`config.mk`:
```
export PLATFORM = sky130hd
export DESIGN_NAME = ycbcr444_to_422
export DESIGN_NICKNAME = d
export VERILOG_FILES = /design/src/rtl/ycbcr444_to_422.sv
export SDC_FILE = /design/constraint.sdc
export NUM_CORES = 1
export LEC_CHECK = 0
export BUFFER_PORTS_ARGS = -buffer_cell sky130_fd_sc_hd__buf_4
export CELL_PAD_IN_SITES_DETAIL_PLACEMENT = 2
export CELL_PAD_IN_SITES_GLOBAL_PLACEMENT = 2
export CORE_MARGIN = 2
export CORE_UTILIZATION = 27
export CTS_CLUSTER_SIZE = 8
export DETAILED_ROUTE_END_ITERATION = 12
export HOLD_SLACK_MARGIN = 0.08
export PLACE_DENSITY = 0.73
export SLEW_MARGIN = 10
export SYNTH_ARGS = -nofsm -noshare
export SYNTH_HDL_FRONTEND = slang
export SYNTH_SLANG_ARGS = --single-unit
```
`constraint.sdc`:
```
create_clock -name clk -period 4.7 [get_ports clk]
set_input_delay 0 -clock clk [delete_from_list [all_inputs] [get_ports clk]]
set_output_delay 0 -clock clk [all_outputs]
set_load 0.02 [all_outputs]
```
`src/rtl/ycbcr444_to_422.sv`:
```
// ycbcr444_to_422: converts aligned 4:4:4 Y/Cb/Cr video into 4:2:2.
// Each even/odd pixel pair shares one Cb and one Cr sample, both the
// horizontal average of the pair. Cb goes out with the even pixel and Cr
// with the odd pixel. All outputs, syncs included, lag the inputs by
// exactly two enabled clock cycles.

// delayLine: fixed-length shift register with clock enable and async clear.
module delayLine #(
    parameter int DELAY = 2,
    parameter int WIDTH = 3
) (
    input  logic             clk,
    input  logic             rst,
    input  logic             ce,
    input  logic [WIDTH-1:0] din,
    output logic [WIDTH-1:0] dout
);

    logic [WIDTH-1:0] taps [DELAY];

    // Shift the taps on every enabled cycle; clear them all on reset.
    always_ff @(posedge clk or negedge rst) begin
        if (!rst) begin
            for (int i = 0; i < DELAY; i++) begin
                taps[i] <= '0;
            end
        end else if (ce) begin
            taps[0] <= din;
            for (int i = 1; i < DELAY; i++) begin
                taps[i] <= taps[i-1];
            end
        end
    end

    assign dout = taps[DELAY-1];

endmodule

module ycbcr444_to_422 #(
    parameter int WIDTH = 8,
    parameter int ROUND = 1
) (
    input  logic             clk,
    input  logic             rst,
    input  logic             ce,
    input  logic             in_de,
    input  logic             in_hsync,
    input  logic             in_vsync,
    input  logic [WIDTH-1:0] in_y,
    input  logic [WIDTH-1:0] in_cb,
    input  logic [WIDTH-1:0] in_cr,
    output logic             out_de,
    output logic             out_hsync,
    output logic             out_vsync,
    output logic [WIDTH-1:0] out_y,
    output logic [WIDTH-1:0] out_c,
    output logic             out_cflag
);

    // Rounding term added before the halving shift; zero means truncation.
    localparam logic [WIDTH:0] RND_ADD = (ROUND != 0) ? (WIDTH+1)'(1) : '0;

    // The sum is one bit wider than a sample, so the average cannot overflow.
    function automatic logic [WIDTH-1:0] avg2(input logic [WIDTH-1:0] a,
                                              input logic [WIDTH-1:0] b);
        logic [WIDTH:0] sum;
        sum = {1'b0, a} + {1'b0, b} + RND_ADD;
        return sum[WIDTH:1];
    endfunction

    // Tag of the pixel currently on the input: 0 = even, 1 = odd.
    logic phase;

    // Stage-1 copy of the previous enabled input pixel.
    logic             s1_de;
    logic             s1_phase;
    logic [WIDTH-1:0] s1_y;
    logic [WIDTH-1:0] s1_cb;
    logic [WIDTH-1:0] s1_cr;

    // Cr average of the current pair, emitted with the odd pixel.
    logic [WIDTH-1:0] cr_hold;

    // Next values for the output stage and the held Cr.
    logic [WIDTH-1:0] nxt_y;
    logic [WIDTH-1:0] nxt_c;
    logic             nxt_cflag;
    logic [WIDTH-1:0] nxt_hold;

    // Toggle the tag on every active pixel and clear it during blanking,
    // so that every line starts on an even pixel.
    always_ff @(posedge clk or negedge rst) begin
        if (!rst) begin
            phase <= 1'b0;
        end else if (ce) begin
            phase <= in_de ? ~phase : 1'b0;
        end
    end

    // Stage 1: register the input pixel together with its de flag and tag.
    always_ff @(posedge clk or negedge rst) begin
        if (!rst) begin
            s1_de    <= 1'b0;
            s1_phase <= 1'b0;
            s1_y     <= '0;
            s1_cb    <= '0;
            s1_cr    <= '0;
        end else if (ce) begin
            s1_de    <= in_de;
            s1_phase <= phase;
            s1_y     <= in_y;
            s1_cb    <= in_cb;
            s1_cr    <= in_cr;
        end
    end

    // Stage 2 selection. An even pixel in s1 is paired with the odd pixel
    // now on the input. With no partner (odd-length line) it averages with
    // itself. An odd pixel in s1 emits the Cr computed one cycle earlier.
    always_comb begin
        nxt_y     = '0;
        nxt_c     = '0;
        nxt_cflag = 1'b0;
        nxt_hold  = cr_hold;
        if (s1_de) begin
            nxt_y = s1_y;
            if (s1_phase) begin
                nxt_c     = cr_hold;
                nxt_cflag = 1'b1;
            end else if (in_de && phase) begin
                nxt_c    = avg2(s1_cb, in_cb);
                nxt_hold = avg2(s1_cr, in_cr);
            end else begin
                nxt_c    = s1_cb;
                nxt_hold = s1_cr;
            end
        end
    end

    // Stage 2 registers: the 4:2:2 output and the held Cr average.
    always_ff @(posedge clk or negedge rst) begin
        if (!rst) begin
            out_de    <= 1'b0;
            out_y     <= '0;
            out_c     <= '0;
            out_cflag <= 1'b0;
            cr_hold   <= '0;
        end else if (ce) begin
            out_de    <= s1_de;
            out_y     <= nxt_y;
            out_c     <= nxt_c;
            out_cflag <= nxt_cflag;
            cr_hold   <= nxt_hold;
        end
    end

    // Syncs pass through unchanged, delayed to match the data path.
    delayLine #(
        .DELAY (2),
        .WIDTH (2)
    ) u_sync_delay (
        .clk  (clk),
        .rst  (rst),
        .ce   (ce),
        .din  ({in_hsync, in_vsync}),
        .dout ({out_hsync, out_vsync})
    );

endmodule

```
==> results of run 1 <==
-- per-layer routing --
metal,vias up,wire length (µm)
met5,-,0
met4,0,86
met3,7,215
met2,32,4160
met1,1200,3510
li1,1145,-
-- registers in the layout, indices dropped and copies added (netlist names) --
name,count
s1_cb,8
s1_cr,8
out_c,8
out_y,8
s1_y,8
out_cflag,1
out_de,1
phase,1
cr_hold,8
u_sync_delay.dout,2
s1_phase,1
s1_de,1
u_sync_delay.taps,2
-- synthesized netlist by cell type (all sizes together), types with 4 or more instances --
library cell / count
nand2: 18
nand3: 9
a21oi: 14
a21o: 5
buf: 4
o21ai: 15
nand2b: 6
ha: 14
and2: 4
mux2: 29
clkbuf: 12
inv: 12
nor3: 9
dfrtp: 57
nor2: 10
-- worst paths after layout --
kind                                           start                endpoint  cells past startpoint
worst max-delay path            s1_cr[0]$_DFFE_PN0P_  cr_hold[5]$_DFFE_PN0P_                      7
worst min-delay path                              ce    s1_cb[1]$_DFFE_PN0P_                      3
worst max register to register  s1_cr[0]$_DFFE_PN0P_  cr_hold[5]$_DFFE_PN0P_                      7
worst min register to register   s1_y[5]$_DFFE_PN0P_    out_y[5]$_DFFE_PN0P_                      1
max in group asynchronous                        rst     s1_y[7]$_DFFE_PN0P_                      2
min in group asynchronous                        rst    s1_cb[4]$_DFFE_PN0P_                      2
-- cell type report --
type / count / area, µm²
Timing Repair Buffer: 77 / 648
Fill cell: 1191 / 6880
Clock buffer: 11 / 151
Inverter: 12 / 45.0
Clock inverter: 5 / 77.6
Tap cell: 140 / 175
Sequential cell: 57 / 1430
Multi-Input combinational cell: 190 / 1440
-- worst reg2reg max path: stages, from the launching register on --
cell	delay, ns
dfrtp_1	0.41
or2_2	0.32
fa_1	0.43
a211oi_1	0.30
o21bai_1	0.12
a21oi_1	0.27
mux2i_1	0.23
nand2_1	0.07
-- timing repair --
action / 4_1_cts / 5_1_grt
setup endpoints to repair: 0 / 0
setup buffers: 0 / 0
endpoints found under the hold margin: 85 / 0
hold buffers: 28 / 0
-- kinds of logic (layout without fill, tap and decap cells) --
logic type	after synthesis	after routing	share of synthesized area (%)
adders and majority gates	16	16	7.18
xor gates and xnor gates	6	6	1.75
AOI/OAI and AO/OA	68	68	15.6
DFF	57	57	47.6
muxes	31	31	11.6
buffers and inverters	28	105	4.34
and+or+nand+nor	69	69	11.9
-- power breakdown --
group	switching (mW)	internal, mW	leakage, nW	total, mW
clock	0.208	0.326	0.115	0.533
combinational	0.186	0.177	0.982	0.362
sequential	0.0585	0.564	0.693	0.622
total	0.452	1.07	1.79	1.52
==> key figures, run 1 <==
Worst setup path
  • WP data arrival: between 2 and 2.5 ns
  • Crit path buffers/inverters: 0
  • Worst path max stage delay: about 0.43 ns
  • Cells along the critical path: or2_2, fa_1, a211oi_1, o21bai_1, a21oi_1, mux2i_1, nand2_1
  • Crit. End Element: register
  • Cell family with most CP delay: compound AO/OA/AOI/OAI gates
  • Critical-path top delay cell: fa_1
  • Kind of critical path: reg2reg
  • Reg2reg setup slack: between 2 and 2.5 ns
  • Nature of the critical path startpoint: register
  • Worst-path fanout max: 4
  • Req. time, crit path: 4.92 ns

STA
  • Max-slew headroom: between 40 and 50%
  • Slew Limit Fails: 0
  • Hold Violations, Final: 0
  • Final min period: between 2 and 2.5 ns
  • Final setup vio count: 0
  • Final worst-path cycle share: 48.0%
  • Worst Skew: between 0.015 and 0.02 ns
  • Hold WS: 0.206 ns
  • RSZ-0062 raised after global routing: false
  • Setup TNS: 0 ns
  • Tightest Pin Transition: approximately 0.83 ns
  • Achievable frequency: around 440 MHz
  • Final WS setup: approximately 2.4 ns

Placed design
  • Pre-CTS WS: about 2.5 ns
  • IO buf count: between 40 and 50
  • Detailed placement HPWL: around 5400 µm
  • Placed cell count: between 400 and 500
  • Gpl congestion: between 0.7 and 0.8
  • Placed cell area: roughly 3500 µm²

Global route
  • Gr busiest metal: met2
  • GR Util met3: between 3 and 4%
  • M1 GR Usage: 17.9%
  • Met2 usage: 26.0%
  • Gr ovfl total: 0
  • Global-route wire length before repair: around 14000 µm
  • Largest net degree at the start of global routing: a little under 60
  • Total GRT Usage: between 10% and 20%
  • Vias in the first global route: between 2000 and 3000
  • Initial antenna violation count: 0

Routing
  • Residual DRC count: 0
  • Post-detailed-route count of antenna-violating nets: 0
  • Via count: between 2000 and 2500
  • Drt wl/cell: 16.2 µm
  • Via/cell ratio: approximately 4.8
  • First-pass detailed-route iteration total: 4
  • Routed WL: between 7000 and 8000 µm
  • Initial drt markers: 100

CTS
  • CTS clk-pin slew, worst paths: about 0.070 ns
  • H-Tree Depth: 3
  • CTS tree: built
  • CTS root buffer: clkbuf_8
  • CTS sink count: 57
  • Clock Latency Late Sink: about 0.35 ns
  • Bufs on Longest Clock Path: 2
  • CTS Buf Count: 9
  • Post-cts sizing count: 0

Final layout
  • ANT cells: 0
  • Commonest non-fill, non-tap cell in the layout: dfrtp_1
  • Final Cell Area: 3960 µm²
  • Fin nets: about 390
  • Utilization after layout: a little over a third
  • Layout Cells excl Fill: about 490
  • Layout cells sized above 1: between 20% and 30%
  • Layout area overhead: 32.3%
  • Most frequent cells in the layout: 57 x dfrtp_1, 49 x buf_4, 29 x mux2_2

Power
  • Pwr dens: about 380 nW/µm²
  • Power consumption: roughly 1.5 mW
  • Maximum vdd drop: 0.000204 V
  • Pleak: 1.79 nW

Yosys
  • Post-synthesis cell count: roughly 280
  • Synthesized Nets: around 320
  • Synth Warn #: 0
  • EDFF count, synth: 0
  • Synth Area per Inst: ~11 µm²
  • Sequential element share of the synthesized area: between 40 and 50%
  • Ys flop type: dfrtp_1
  • Largest area contributor in the netlist: dfrtp_1
  • Share of the synthesized area in the top cell type: 47.6%
  • Post-Synthesis Cell Area: ~3000 µm²
  • Ranking of synthesized cells by area: dfrtp_1 48%, mux2_2 11%, ha_1 5.8%
  • Synth cell types: ~50
  • Synth Register Bits: 57
  • Post-synth ARST share: 100%

Job
  • # Max-Cap Violations: 0

Status
  • Status: finished, final reports clean

Die
  • Initial Utilization: ~28%
  • CORE AREA: about 11000 µm²
  • Die Y: approximately 110 µm
  • Die Width: around 110 µm
  • FP Rows: 38
  • # IOs: 50
  • Die ar.: between 10000 and 15000 µm²

Hold path
  • Hold Path Class: in2reg
Note: power is estimated with default switching activity, not from simulation.
==> inputs of run 2 (changes only) <==
ABC_AREA = 1   (was unset)
PLACE_DENSITY = 0.79   (was 0.73)
clock period = 2.2 ns   (was 4.7 ns; I/O delays follow)
==> run 2 against run 1 <==
Effect of this change:
- count of clock-buffer cells in the layout is the same
- cell count is 27% higher
- die area grew 0.76%
- largest power group unchanged
- first-iteration DRC count is 3.0% higher
- maximum frequency up 20%
- total power up 110%
- via count is 22% higher
- flip-flop and latch count did not move
- non-clock buffer count is 22 higher
- clock power grew 91%
==> key figures, run 2 <==
Routing
  • First-pass detailed-route iteration total: 4 (unchanged)
  • Post-detailed-route count of antenna-violating nets: 0 (unchanged)
  • Via/cell ratio: 4.68 (was 4.85)
  • Routed WL: 9960 µm (was 7970 µm)
  • Drt wl/cell: 16.0 µm (was 16.2 µm)
  • Residual DRC count: 0 (unchanged)
  • Via count: 2916 (was 2384)
  • Initial drt markers: 103 (was 100)

Placed design
  • IO buf count: 49 (unchanged)
  • Gpl congestion: 0.818 (was 0.751)
  • Placed cell count: 561 (was 448)
  • Placed cell area: 3530 µm² (was 3450 µm²)
  • Detailed placement HPWL: 6550 µm (was 5380 µm)

Yosys
  • Post-synthesis cell count: 381 (was 275)
  • Ranking of synthesized cells by area: dfrtp_1 47%, nand2_1 16%, o21ai_0 6.1% (was dfrtp_1 48%, mux2_2 11%, ha_1 5.8%)
  • Ys flop type: dfrtp_1 (unchanged)
  • Post-Synthesis Cell Area: 3020 µm² (was 3000 µm²)
  • Synth cell types: 30 (was 51)
  • Synthesized Nets: 427 (was 321)
  • Sequential element share of the synthesized area: 47.2% (was 47.6%)
  • Synth Warn #: 0 (unchanged)
  • Count leader, synth: nand2_1 (was dfrtp_1)
  • Largest area contributor in the netlist: dfrtp_1 (unchanged)
  • Share of the synthesized area in the top cell type: 47.2% (was 47.6%)
  • Post-synth top cells: 131 x nand2_1, 57 x dfrtp_1, 43 x inv_1 (was 57 x dfrtp_1, 29 x mux2_2, 17 x nand2_1)
  • Synth Register Bits: 57 (unchanged)
  • EDFF count, synth: 0 (unchanged)
  • Post-synth ARST share: 100% (unchanged)
  • Synth Area per Inst: 7.93 µm² (was 10.9 µm²)

Final layout
  • Layout cells sized above 1: 15.9% (was 28.1%)
  • Utilization after layout: 38.4% (was 36.6%)
  • Commonest non-fill, non-tap cell in the layout: nand2_1 (was dfrtp_1)
  • Most frequent cells in the layout: 131 x nand2_1, 57 x dfrtp_1, 53 x buf_4 (was 57 x dfrtp_1, 49 x buf_4, 29 x mux2_2)
  • Layout Cells excl Fill: 623 (was 492)
  • Sequential cell area: 1430 µm² (unchanged)
  • Layout area overhead: 38.6% (was 32.3%)
  • Area occupied by multi-input gates: 1350 µm² (was 1440 µm²)
  • Final Cell Area: 4190 µm² (was 3960 µm²)
  • Fillers: 1235 (was 1191)
  • Fin nets: 524 (was 393)
  • ANT cells: 0 (unchanged)

Power
  • Pleak: 2.15 nW (was 1.79 nW)
  • Maximum vdd drop: 0.000318 V (was 0.000204 V)
  • Pwr dens: 770 nW/µm² (was 383 nW/µm²)

STA
  • Hold Violations, Final: 0 (unchanged)
  • Final setup vio count: 0 (unchanged)
  • RSZ-0062 raised after global routing: false (unchanged)
  • Achievable frequency: 533 MHz (was 443 MHz)
  • Slew Limit Fails: 0 (unchanged)
  • Final worst-path cycle share: 85.2% (was 48.0%)
  • Max-slew headroom: 48.7% (was 44.3%)
  • Setup TNS: 0 ns (unchanged)
  • Worst Skew: 0.00815 ns (was 0.0186 ns)
  • Final min period: 1.88 ns (was 2.26 ns)
  • Hold WS: 0.178 ns (was 0.206 ns)
  • Tightest Pin Transition: 0.770 ns (was 0.832 ns)

Global route
  • Global-route wire length before repair: 16800 µm (was 13500 µm)
  • Gr ovfl total: 0 (unchanged)
  • Largest net degree at the start of global routing: 58 (unchanged)
  • Initial antenna violation count: 0 (unchanged)
  • Vias in the first global route: 3298 (was 2741)
  • Total GRT Usage: 18.3% (was 14.6%)

Worst setup path
  • WP data arrival: 2.09 ns (was 2.48 ns)
  • Worst-path fanout max: 3 (was 4)
  • Crit. End Element: register (unchanged)
  • Nature of the critical path startpoint: register (unchanged)
  • Req. time, crit path: 2.41 ns (was 4.92 ns)
  • Kind of critical path: reg2reg (unchanged)

Die
  • FP Rows: 38 (unchanged)
  • CORE AREA: 10900 µm² (was 10800 µm²)
  • Die Width: 110 µm (was 109 µm)
  • # IOs: 50 (unchanged)
  • Initial Utilization: 27.7% (was 27.6%)
  • Die ar.: 12000 µm² (about the same)
  • Die Y: 110 µm (was 109 µm)

CTS
  • CTS root buffer: clkbuf_8 (unchanged)
  • Bufs on Longest Clock Path: 2 (unchanged)
  • Clock Latency Late Sink: 0.34 ns (was 0.35 ns)
  • CTS Buf Count: 9 (unchanged)
  • CTS sink count: 57 (unchanged)
  • CTS clk-pin slew, worst paths: 0.07 ns (about the same)
  • CTS tree: built (unchanged)
  • Post-cts sizing count: 0 (unchanged)
  • H-Tree Depth: 3 (unchanged)

Status
  • Status: finished, final reports clean (unchanged)

Job
  • # Max-Cap Violations: 0 (unchanged)

Hold path
  • Hold Path Class: in2reg (unchanged)
==> run 2: changes by cell type in the layout (fill, tap and decap cells not counted), sizes merged, moves of 10 or more <==
cell and change:
dlygate4sd3 +18, mux2 -29, nor2 +10, inv +33, a21oi +15, o21ai +24
nand2 +115
==> run 2: what timing repair did <==
action	in CTS	in global routing
hold buffers	46	0
setup endpoints to repair	0	0
buffers inserted	0	0
endpoints found under the hold margin	85	0
==> run 2: final cells by class <==
type | instances | share of cell area, %
tap | 140 | 4.19
sequential | 57 | 34.1
clock inverter | 5 | 1.32
multi-input combinational | 265 | 32.3
clock buffer | 11 | 3.38
timing repair buffer | 99 | 20.5
inverter | 46 | 4.19
==> run 2: critical path, stage by stage (launching register included) <==
cell     delay, ns
dfrtp_1       0.40
nor2_1        0.21
inv_1         0.08
fa_1          0.41
nand3_1       0.09
nand2_1       0.11
xor2_1        0.17
o21ai_0       0.19
nand2_1       0.09
==> run 2: stage by stage <==
| stage | power [mW] | setup WS (ns) |
|---|---|---|
| after floorplan | 1.81 | 0.615 |
| after detailed placement | 2.14 | 0.414 |
| final | 3.22 | 0.325 |
| after CTS | 3.25 | 0.324 |
| after global placement | 2.10 | 0.525 |
| after global routing | 3.43 | 0.164 |
==> run 2: kinds of logic after synthesis <==
| kind of cell | Yosys count | share of synthesized area [%] |
|---|---|---|
| DFF | 57 | 47.2 |
| adders and majority gates | 16 | 7.13 |
| AOI/OAI and AO/OA | 77 | 14.0 |
| buffers and inverters | 59 | 7.95 |
| and+or+nand+nor | 167 | 22.2 |
| xor gates and xnor gates | 5 | 1.45 |
==> run 2: final timing paths <==
path,start,slack [ns],depth (start not counted),to
max in group asynchronous,rst,1.41,2,s1_cr[1]$_DFFE_PN0P_
max,s1_cr[0]$_DFFE_PN0P_,0.32,8,cr_hold[3]$_DFFE_PN0P_
min,ce,0.18,4,s1_cr[0]$_DFFE_PN0P_
min in group asynchronous,rst,0.28,2,s1_y[2]$_DFFE_PN0P_
max reg2reg,s1_cr[0]$_DFFE_PN0P_,0.32,8,cr_hold[3]$_DFFE_PN0P_
min reg2reg,cr_hold[5]$_DFFE_PN0P_,0.48,2,cr_hold[5]$_DFFE_PN0P_
==> run 2: power by group <==
group	internal, mW	total, mW	switching [mW]
clock	0.551	1.02	0.470
combinational	0.361	0.883	0.523
sequential	1.21	1.32	0.112
==> run 2: per-layer routing <==
metal / global-route usage [%] / routed length [µm]
met2: 34.5 / 5400
met1: 21.5 / 4280
met4: 5.42 / 110
met3: 2.31 / 164
met5: 0 / 0
==> inputs of run 3 (changes only) <==
ABC_AREA = unset   (was 1)
CORE_UTILIZATION = 25   (was 27)
PLACE_DENSITY = 0.69   (was 0.79)
==> run 3 against run 2 <==
Effect of this change:
- total power up 14%
- sequential share of layout area up 0.49 points
- worst hold slack worse by 0.012 ns
- via count down 16%
- maximum frequency down 10%
- critical path depth down 2
- largest power group is now the clock network
- highest routed layer unchanged
==> key figures, run 3 (same netlist as run 1, synthesis figures left out) <==
Die
  • Initial Utilization: 25.9% (was 27.7%)
  • Die ar.: 12900 µm² (was 12000 µm²)
  • Die Y: 113 µm (was 110 µm)
  • FP Rows: 39 (was 38)
  • # IOs: 50 (unchanged)
  • Die Width: 113 µm (was 110 µm)
  • CORE AREA: 11600 µm² (was 10900 µm²)

Final layout
  • Utilization after layout: 35.7% (was 38.4%)
  • Layout Cells excl Fill: 502 (was 623)
  • Sequential cell area: 1430 µm² (unchanged)
  • ANT cells: 0 (unchanged)
  • Fin nets: 400 (was 524)
  • Final Cell Area: 4130 µm² (was 4190 µm²)
  • Layout area overhead: 37.7% (was 38.6%)
  • Layout cells sized above 1: 29.8% (was 15.9%)
  • Commonest non-fill, non-tap cell in the layout: dfrtp_1 (was nand2_1)
  • Fillers: 1235 (unchanged)
  • Area occupied by multi-input gates: 1450 µm² (was 1350 µm²)
  • Most frequent cells in the layout: 57 x dfrtp_1, 56 x buf_4, 29 x mux2_2 (was 131 x nand2_1, 57 x dfrtp_1, 53 x buf_4)

Global route
  • Initial antenna violation count: 0 (unchanged)
  • Largest net degree at the start of global routing: 58 (unchanged)
  • Global-route wire length before repair: 14600 µm (was 16800 µm)
  • Total GRT Usage: 14.7% (was 18.3%)
  • Vias in the first global route: 2717 (was 3298)
  • Gr ovfl total: 0 (unchanged)

Routing
  • Met3 wire length: 238 µm (was 164 µm)
  • Drt wl/cell: 17.5 µm (was 16.0 µm)
  • Routed WL: 8770 µm (was 9960 µm)
  • Met2 WL post-DR: 4610 µm (was 5400 µm)
  • First-pass detailed-route iteration total: 4 (unchanged)
  • Via/cell ratio: 4.87 (was 4.68)
  • Post-detailed-route count of antenna-violating nets: 0 (unchanged)
  • Via count: 2443 (was 2916)
  • Residual DRC count: 0 (unchanged)
  • Highest metal used: met4 (unchanged)
  • Initial drt markers: 51 (was 103)
  • DRT met1 WL: 3830 µm (was 4280 µm)

Power
  • Sequential share of power: 35.8% (was 40.9%)
  • Pleak: 1.87 nW (was 2.15 nW)
  • Cell internal pwr: 2.65 mW (was 2.12 mW)
  • Pwr dens: 893 nW/µm² (was 770 nW/µm²)
  • Maximum vdd drop: 0.000540 V (was 0.000318 V)
  • Combinational power share: 22.5% (was 27.4%)
  • Power consumption: 3.69 mW (was 3.22 mW)
  • NetSw: 1.04 mW (was 1.11 mW)
  • Clk network pwr share: 41.7% (was 31.7%)
  • Sw frac: 28.1% (was 34.3%)

CTS
  • Clock Latency Late Sink: 0.33 ns (was 0.34 ns)
  • CTS clk-pin slew, worst paths: 0.05 ns (was 0.07 ns)
  • CTS sink count: 57 (unchanged)
  • Bufs on Longest Clock Path: 2 (unchanged)
  • H-Tree Depth: 3 (unchanged)
  • Buffer count from post-CTS setup fixing: 0 (unchanged)
  • CTS root buffer: clkbuf_16 (was clkbuf_8)
  • CTS tree: built (unchanged)
  • CTS Buf Count: 9 (unchanged)

STA
  • Hold Violations, Final: 0 (unchanged)
  • Worst Skew: 0.00861 ns (was 0.00815 ns)
  • Hold WS: 0.167 ns (was 0.178 ns)
  • Final min period: 2.09 ns (was 1.88 ns)
  • Final setup vio count: 0 (unchanged)
  • Max-slew headroom: 48.6% (was 48.7%)
  • Slew Limit Fails: 0 (unchanged)
  • Final worst-path cycle share: 94.8% (was 85.2%)
  • Setup TNS: 0 ns (unchanged)
  • Tightest Pin Transition: 0.772 ns (was 0.770 ns)
  • Achievable frequency: 480 MHz (was 533 MHz)
  • Final WS setup: 0.115 ns (was 0.325 ns)
  • RSZ-0062 raised after global routing: false (unchanged)

Worst setup path
  • WP data arrival: 2.30 ns (was 2.09 ns)
  • Cell family with most CP delay: compound AO/OA/AOI/OAI gates (was simple AND/OR/NAND/NOR gates)
  • Worst-path fanout max: 4 (was 3)
  • Cells along the critical path: ha_1, nor2b_4, o21a_1, or3_1, a311o_1, a32o_1 (was nor2_1, inv_1, fa_1, nand3_1, nand2_1, xor2_1, o21ai_0, nand2_1)
  • Crit path buffers/inverters: 0 (was 1)
  • Crit. End Element: register (unchanged)
  • Req. time, crit path: 2.41 ns (about the same)
  • Worst path max stage delay: 0.39 ns (was 0.41 ns)
  • Critical-path top delay cell: dfrtp_1 (was fa_1)
  • Kind of critical path: reg2reg (unchanged)
  • Nature of the critical path startpoint: register (unchanged)

Status
  • Status: finished, final reports clean (unchanged)

Hold path
  • Hold Path Class: in2reg (unchanged)

Placed design
  • Pre-CTS WS: 0.0593 ns (was 0.414 ns)
  • Detailed placement HPWL: 5830 µm (was 6550 µm)
  • Placed cell area: 3510 µm² (was 3530 µm²)
  • IO buf count: 49 (unchanged)
  • Gpl congestion: 0.758 (was 0.818)
  • Placed cell count: 458 (was 561)

Job
  • # Max-Cap Violations: 0 (unchanged)
-- run 3: area by class of cell --
class,instances,area share [%]
well taps,143,4.34
repair buffers,84,17.0
inverters,12,1.09
flip-flops and latches,57,34.6
clock inverters,5,1.88
clock buffers,11,6.12
multi-input cells,190,35.0
-- run 3: worst paths after layout --
kind,start,end,slack (ns),cells after the start
setup / recovery,s1_cb[2]$_DFFE_PN0P_,out_c[3]$_DFFE_PN0P_,0.11,6
hold / removal,ce,s1_cb[5]$_DFFE_PN0P_,0.17,2
setup reg to reg,s1_cb[2]$_DFFE_PN0P_,out_c[3]$_DFFE_PN0P_,0.11,6
hold reg to reg,cr_hold[5]$_DFFE_PN0P_,cr_hold[5]$_DFFE_PN0P_,0.48,2
max in group asynchronous,rst,cr_hold[0]$_DFFE_PN0P_,1.39,2
min in group asynchronous,rst,s1_y[4]$_DFFE_PN0P_,0.28,2
-- run 3: worst register-to-register path, stage by stage, from the launching register on --
cell,delay (ns)
dfrtp_1,0.39
ha_1,0.35
nor2b_4,0.16
o21a_1,0.18
or3_1,0.32
a311o_1,0.32
a32o_1,0.26
-- run 3: layer usage --
layer / vias to the layer above / global-route usage (%)
met3: 7 / 3.61
li1: 1161 / -
met2: 36 / 25.6
met4: 0 / 4.15
met5: - / 0
met1: 1239 / 18.2
-- run 3: power by group through the flow --
stage          logic (mW)  clock network, mW  registers [mW]
4_1_cts             0.839               1.58            1.32
3_3_place_gp        0.760                  0            1.33
3_5_place_dp        0.783                  0            1.34
6_report            0.830               1.54            1.32
2_1_floorplan       0.444                  0            1.36
5_1_grt             0.919               1.63            1.35
-- run 3: what timing repair did --
| action | 4_1_cts | 5_1_grt |
|---|---|---|
| hold endpoints to repair | 85 | 0 |
| setup endpoints to repair | 0 | 2 |
| hold buffers | 28 | 0 |
| gates resized for setup | 0 | 1 |
